File: config.mk
export PLATFORM = sky130hd
export DESIGN_NAME = serial_mem_bridge
export DESIGN_NICKNAME = d
export VERILOG_FILES = /design/src/rtl/serial_mem_bridge.sv
export SDC_FILE = /design/constraint.sdc
export NUM_CORES = 1
export LEC_CHECK = 0
export BUFFER_PORTS_ARGS = -buffer_cell sky130_fd_sc_hd__buf_4
export CAP_MARGIN = 20
export CORE_ASPECT_RATIO = 1.2
export CORE_MARGIN = 2
export CORE_UTILIZATION = 52
export DETAILED_ROUTE_END_ITERATION = 16
export PLACE_DENSITY_LB_ADDON = 0.2
export SYNTH_ARGS = -nofsm -noshare
export SYNTH_HDL_FRONTEND = slang
export SYNTH_SLANG_ARGS = --single-unit
File: constraint.sdc
create_clock -name clk -period 6.3 [get_ports clk]
set_clock_uncertainty 0.05 [all_clocks]
set_input_delay 0 -clock clk [delete_from_list [all_inputs] [get_ports clk]]
set_output_delay 0 -clock clk [all_outputs]
set_load 0.1 [all_outputs]
File: src/rtl/serial_mem_bridge.sv
// Byte-serial bridge between cpu_core and on-chip instruction/data memories.
// Optional out-of-range address checking is enabled by defining SMB_RANGE_CHECK_EN.
module serial_mem_bridge #(
  parameter int unsigned DEPTH = 16,
  parameter int unsigned AW    = 4
) (
  input  logic          clk,
  input  logic          rst,
  input  logic [7:0]    out_bus,
  input  logic          bus_pc,
  input  logic          bus_mar,
  input  logic          bus_mdr,
  input  logic          halt,
  output logic [7:0]    in_bus,
  output logic          ard_data_ready,
  output logic          ard_receive_ready,
  input  logic          prog_we,
  input  logic [AW-1:0] prog_addr,
  input  logic [15:0]   prog_data,
  input  logic [AW-1:0] dbg_addr,
  output logic [15:0]   dbg_data
`ifdef SMB_RANGE_CHECK_EN
  ,
  output logic          range_err
`endif
);

  // Opcode-class encodings from the core package (low nibble of an instruction word).
  localparam logic [3:0] ITypeCode = 4'h2;
  localparam logic [3:0] MTypeCode = 4'h3;

  typedef enum logic [3:0] {
    StIdle, StAHi, StILo, StIHi, StXLo, StXHi,
    StDLo, StDHi, StWLo, StWHi, StTurn, StHalted
  } state_e;

  state_e          state_q, state_d;
  logic [15:0]     addr_q;
  logic            fetch_q;
  logic [7:0]      st_lo_q;
  logic [15:0]     instr_mem [DEPTH];
  logic [15:0]     data_mem  [DEPTH];

  logic [15:0]     addr_cur;
  logic [AW-1:0]   idx, idx_nx;
  logic            oor;
  logic [15:0]     instr_w, instr_w2, data_w;
  logic [7:0]      in_bus_d;
  logic            dr_d, rr_d;

  // In A_HI the high address byte is still on out_bus; use it before it is latched.
  assign addr_cur = (state_q == StAHi) ? {out_bus, addr_q[7:0]} : addr_q;
  assign idx      = addr_cur[AW-1:0];
  assign idx_nx   = idx + AW'(1);

`ifdef SMB_RANGE_CHECK_EN
  assign oor = (addr_cur >> AW) != 16'd0;
`else
  assign oor = 1'b0;
  logic unused_addr;
  assign unused_addr = ^addr_cur[15:AW];
`endif

  assign instr_w  = oor ? 16'hFFFF : instr_mem[idx];
  assign instr_w2 = oor ? 16'hFFFF : instr_mem[idx_nx];
  assign data_w   = oor ? 16'hFFFF : data_mem[idx];
  assign dbg_data = data_mem[dbg_addr];

  always_comb begin
    state_d = state_q;
    unique case (state_q)
      StIdle: begin
        if (halt)                   state_d = StHalted;
        else if (bus_pc || bus_mar) state_d = StAHi;
      end
      StAHi:    state_d = fetch_q ? StILo : (bus_mdr ? StWLo : StDLo);
      StILo:    state_d = StIHi;
      StIHi:    state_d = (instr_w[3:0] == ITypeCode || instr_w[3:0] == MTypeCode) ?
                          StXLo : StTurn;
      StXLo:    state_d = StXHi;
      StXHi:    state_d = StTurn;
      StDLo:    state_d = StDHi;
      StDHi:    state_d = StTurn;
      StWLo:    state_d = StWHi;
      StWHi:    state_d = StTurn;
      StTurn:   state_d = StIdle;
      StHalted: state_d = StHalted;
      default:  state_d = StIdle;
    endcase
  end

  // Outputs are registered, so they are decoded from the state being entered.
  always_comb begin
    in_bus_d = 8'h00;
    dr_d     = 1'b0;
    rr_d     = 1'b0;
    case (state_d)
      StIdle: rr_d = 1'b1;
      StILo:  begin dr_d = 1'b1; in_bus_d = instr_w[7:0];   end
      StIHi:  begin dr_d = 1'b1; in_bus_d = instr_w[15:8];  end
      StXLo:  begin dr_d = 1'b1; in_bus_d = instr_w2[7:0];  end
      StXHi:  begin dr_d = 1'b1; in_bus_d = instr_w2[15:8]; end
      StDLo:  begin dr_d = 1'b1; in_bus_d = data_w[7:0];    end
      StDHi:  begin dr_d = 1'b1; in_bus_d = data_w[15:8];   end
      default: ;
    endcase
  end

  always_ff @(posedge clk) begin
    if (!rst) begin
      state_q           <= StIdle;
      in_bus            <= 8'h00;
      ard_data_ready    <= 1'b0;
      ard_receive_ready <= 1'b0;
      addr_q            <= 16'h0000;
      fetch_q           <= 1'b0;
      st_lo_q           <= 8'h00;
      for (int i = 0; i < int'(DEPTH); i++) data_mem[i] <= 16'h0000;
`ifdef SMB_RANGE_CHECK_EN
      range_err         <= 1'b0;
`endif
    end else begin
      state_q           <= state_d;
      in_bus            <= in_bus_d;
      ard_data_ready    <= dr_d;
      ard_receive_ready <= rr_d;
      if (state_q == StIdle && !halt && (bus_pc || bus_mar)) begin
        addr_q[7:0] <= out_bus;
        fetch_q     <= bus_pc;
      end
      if (state_q == StAHi) addr_q[15:8] <= out_bus;
      if (state_q == StWLo) st_lo_q <= out_bus;
      if (state_q == StWHi && !oor) data_mem[idx] <= {out_bus, st_lo_q};
`ifdef SMB_RANGE_CHECK_EN
      if (state_q == StAHi && oor) range_err <= 1'b1;
`endif
    end
  end

  // Instruction memory survives reset; loads only land while the bridge is quiescent.
  always_ff @(posedge clk) begin
    if (prog_we && (state_q == StIdle || state_q == StHalted)) begin
      instr_mem[prog_addr] <= prog_data;
    end
  end

endmodule

==> flow_summary.ini <==
[place]
place_area_um2 = 28200
dp_slack_ps = 2490
place_inst = 2266
port_buffers = 64
hpwl_um = 50100
globalplace.congestion = 0.875

[synthesis]
synth_top_area_cell = edfxtp_1
syn_nets = 1664
ys_seq_elements = 543
avgSynthCellArea_um2 = 16.6
synth_edf_count = 512
yosys_warnings = 0
synth_cell_types = 50
yosysTopAreaCellShare_pct = 57.3
synthTopCellsByArea = edfxtp_1 (57%), mux4_2 (21%), and2_1 (6.1%), mux2i_1 (3.3%), dfxtp_1 (2.3%)
syn_inst = 1621
syn_area_um2 = 26800
ys.flop_type = edfxtp_1
ys_seq_area_share_pct = 59.6
async_flop_share_pct = 0

[power_and_ir_drop]
leakage_uw = 0.0102
p_seq_share_pct = 47.3
p_int_uw = 6540
p_sw_share_pct = 26.1
power.density_nw_per_um2 = 290
p_clk_share_pct = 38.1
comb_power_share_pct = 14.6
peakVddDrop_v = 0.000274
p_sw_uw = 2310

[worst_setup_path]
reg2reg_slack_ps = 2510
r2r_cells = 8
crit_path_start = addr_q[0]$_SDFFE_PN0P_
critPathLaunchType = flip-flop
critPathMaxFanout = 43
crit_end = in_bus[2]$_SDFF_PN0_
crit_arrival_ps = 4240
rr_startpoint = addr_q[0]$_SDFFE_PN0P_
r2r-end = in_bus[2]$_SDFF_PN0_
end_kind = flip-flop
crit_required_ps = 6740
path_class = flip-flop to flip-flop

[final_layout]
n_antenna_cell = 0
nFillCells = 3877
syn_to_final_growth_pct = 13.6
multi_input_area_um2 = 10400
layout_common_cells = edfxtp_1 (512), and2_1 (261), mux4_2 (250)
drive_gt1_share_pct = 28.7
final_cells = 2418
layout_commonest_cell = edfxtp_1
fin_area_um2 = 30500
ff_latch_area_um2 = 16000
fin_nets = 1762
final_util_pct = 59.5

[global_routing]
grt_max_degree = 103
grt_pass1_wl_um = 115000
grt_usage_pct = 30.6
grt_overflow = 0
antenna_found_initial = 3
grt_pass1_vias = 16600

[run]
cap_violations = 0

[detailed_routing]
drt-pass1-iter-count = 5
drt_wl_total_um = 79800
drt_iter0_drc = 1822
wl_per_cell_um = 33.0
final_antenna_net_count = 0
vias = 16200
drc = 0
viasPerCell = 6.72

[floorplanning]
rows = 91
initial_core_util_pct = 52.4
die_x_um = 211
fp.dieArea_um2 = 53500
pin_count = 65
core_um2 = 51200
dieHeight_um = 253

[clocking]
h-tree-depth = 2
clk_latency_ps = 630
cts_buffer_depth = 3
cts_root_buffer = clkbuf_16
clk_pin_slew_worst_paths_ps = 60
cts_tree = built
clkSinkCount = 543
cts_resized = 0
hold_buffers = 46
post_cts_buffers = 0
numCtsBuffers = 56

[sta]
setup_viol = 0
finalCritPeriodShare_pct = 60.2
fmax_mhz = 264
grt_setup_unrepaired = false
finalCriticalPeriod_ps = 3790
setup_slack_ps = 2510
hold_viol_final = 0
totalNegativeSetupSlack_ps = 0
tightest_slew_ps = 1050
slew_violations = 0
slew_headroom_pct = 30.0

[worst_hold_path]
hp-start = prog_we
hp-class = input port to flip-flop

[status]
outcome = finished clean
-- power groups by stage --
stage | combinational [uW] | clock (uW) | sequential [uW]
after global placement | 1250 | 0 | 4260
after detailed placement | 1260 | 0 | 4260
after global routing | 1350 | 3540 | 4200
after CTS | 1290 | 3390 | 4190
final | 1290 | 3370 | 4190
after floorplan | 901 | 0 | 4200
-- how the worst min path moves through the flow --
stage	end	slack (ps)	cells past startpoint
2_1_floorplan	instr_mem[0][0]$_DFFE_PP_	50	0
3_3_place_gp	fetch_q$_SDFFE_PN0P_	220	3
3_5_place_dp	fetch_q$_SDFFE_PN0P_	230	3
4_1_cts	instr_mem[2][3]$_DFFE_PP_	130	2
5_1_grt	instr_mem[3][4]$_DFFE_PP_	190	4
6_report	instr_mem[3][4]$_DFFE_PP_	150	4
-- worst max-delay path, cell delays in order, from the launching register on --
cell and delay (ps):
dfxtp_4 750, inv_1 210, ha_4 810, buf_4 460, mux4_2 540, mux2i_1 140, o22ai_1 100, nor3_1 400
a31oi_1 150
-- Yosys cell counts, types with 11 or more instances --
cell      count
nor2_1       48
a211oi_1     11
buf_4        21
nand2_1      48
nor2b_1      25
a32oi_1      11
edfxtp_1    512
a31oi_1      11
mux4_2      250
dfxtp_1      31
buf_2        34
and2_1      261
a22oi_1      26
clkbuf_1     63
nor3_1       16
nand3_1      24
a21oi_1      17
nand2b_1     11
mux2i_1      88
o21ai_0      17
-- state kept, by name (all words and copies together) (netlist names), named ones only --
signal and flops:
addr_q 4, ard_data_ready 1, ard_receive_ready 1, data_mem 256, fetch_q 1, in_bus 8
instr_mem 256, st_lo_q 8, state_q 4
-- metrics by stage --
stage,hold WS [ps],power (uW)
floorplan,48.9,5100
global placement,220,5500
detailed placement,230,5520
CTS,133,8870
global route,187,9090
finish,150,8850
-- cell type report --
class | count | share of cell area [%]
repair buffers | 168 | 4.61
well taps | 651 | 2.67
inverters | 7 | 0.0862
multi-input cells | 943 | 34.1
clock inverters | 23 | 0.903
clock buffers | 83 | 5.13
flip-flops and latches | 543 | 52.5
-- kinds of logic after synthesis --
kind of cell,synth area share [%]
buf+inv,2.37
compound gates,3.62
flops,59.6
fa+ha+maj,0.186
xor+xnor,0.0932
simple gates,9.53
mux,24.6
-- per-layer routing --
metal	GRT usage [%]	part of all wire, %
met1	39.7	36
met2	52.6	51
met3	4.75	8.8
met4	11.2	4.0
met5	0	0.016
(Power assumes the default switching activity.)
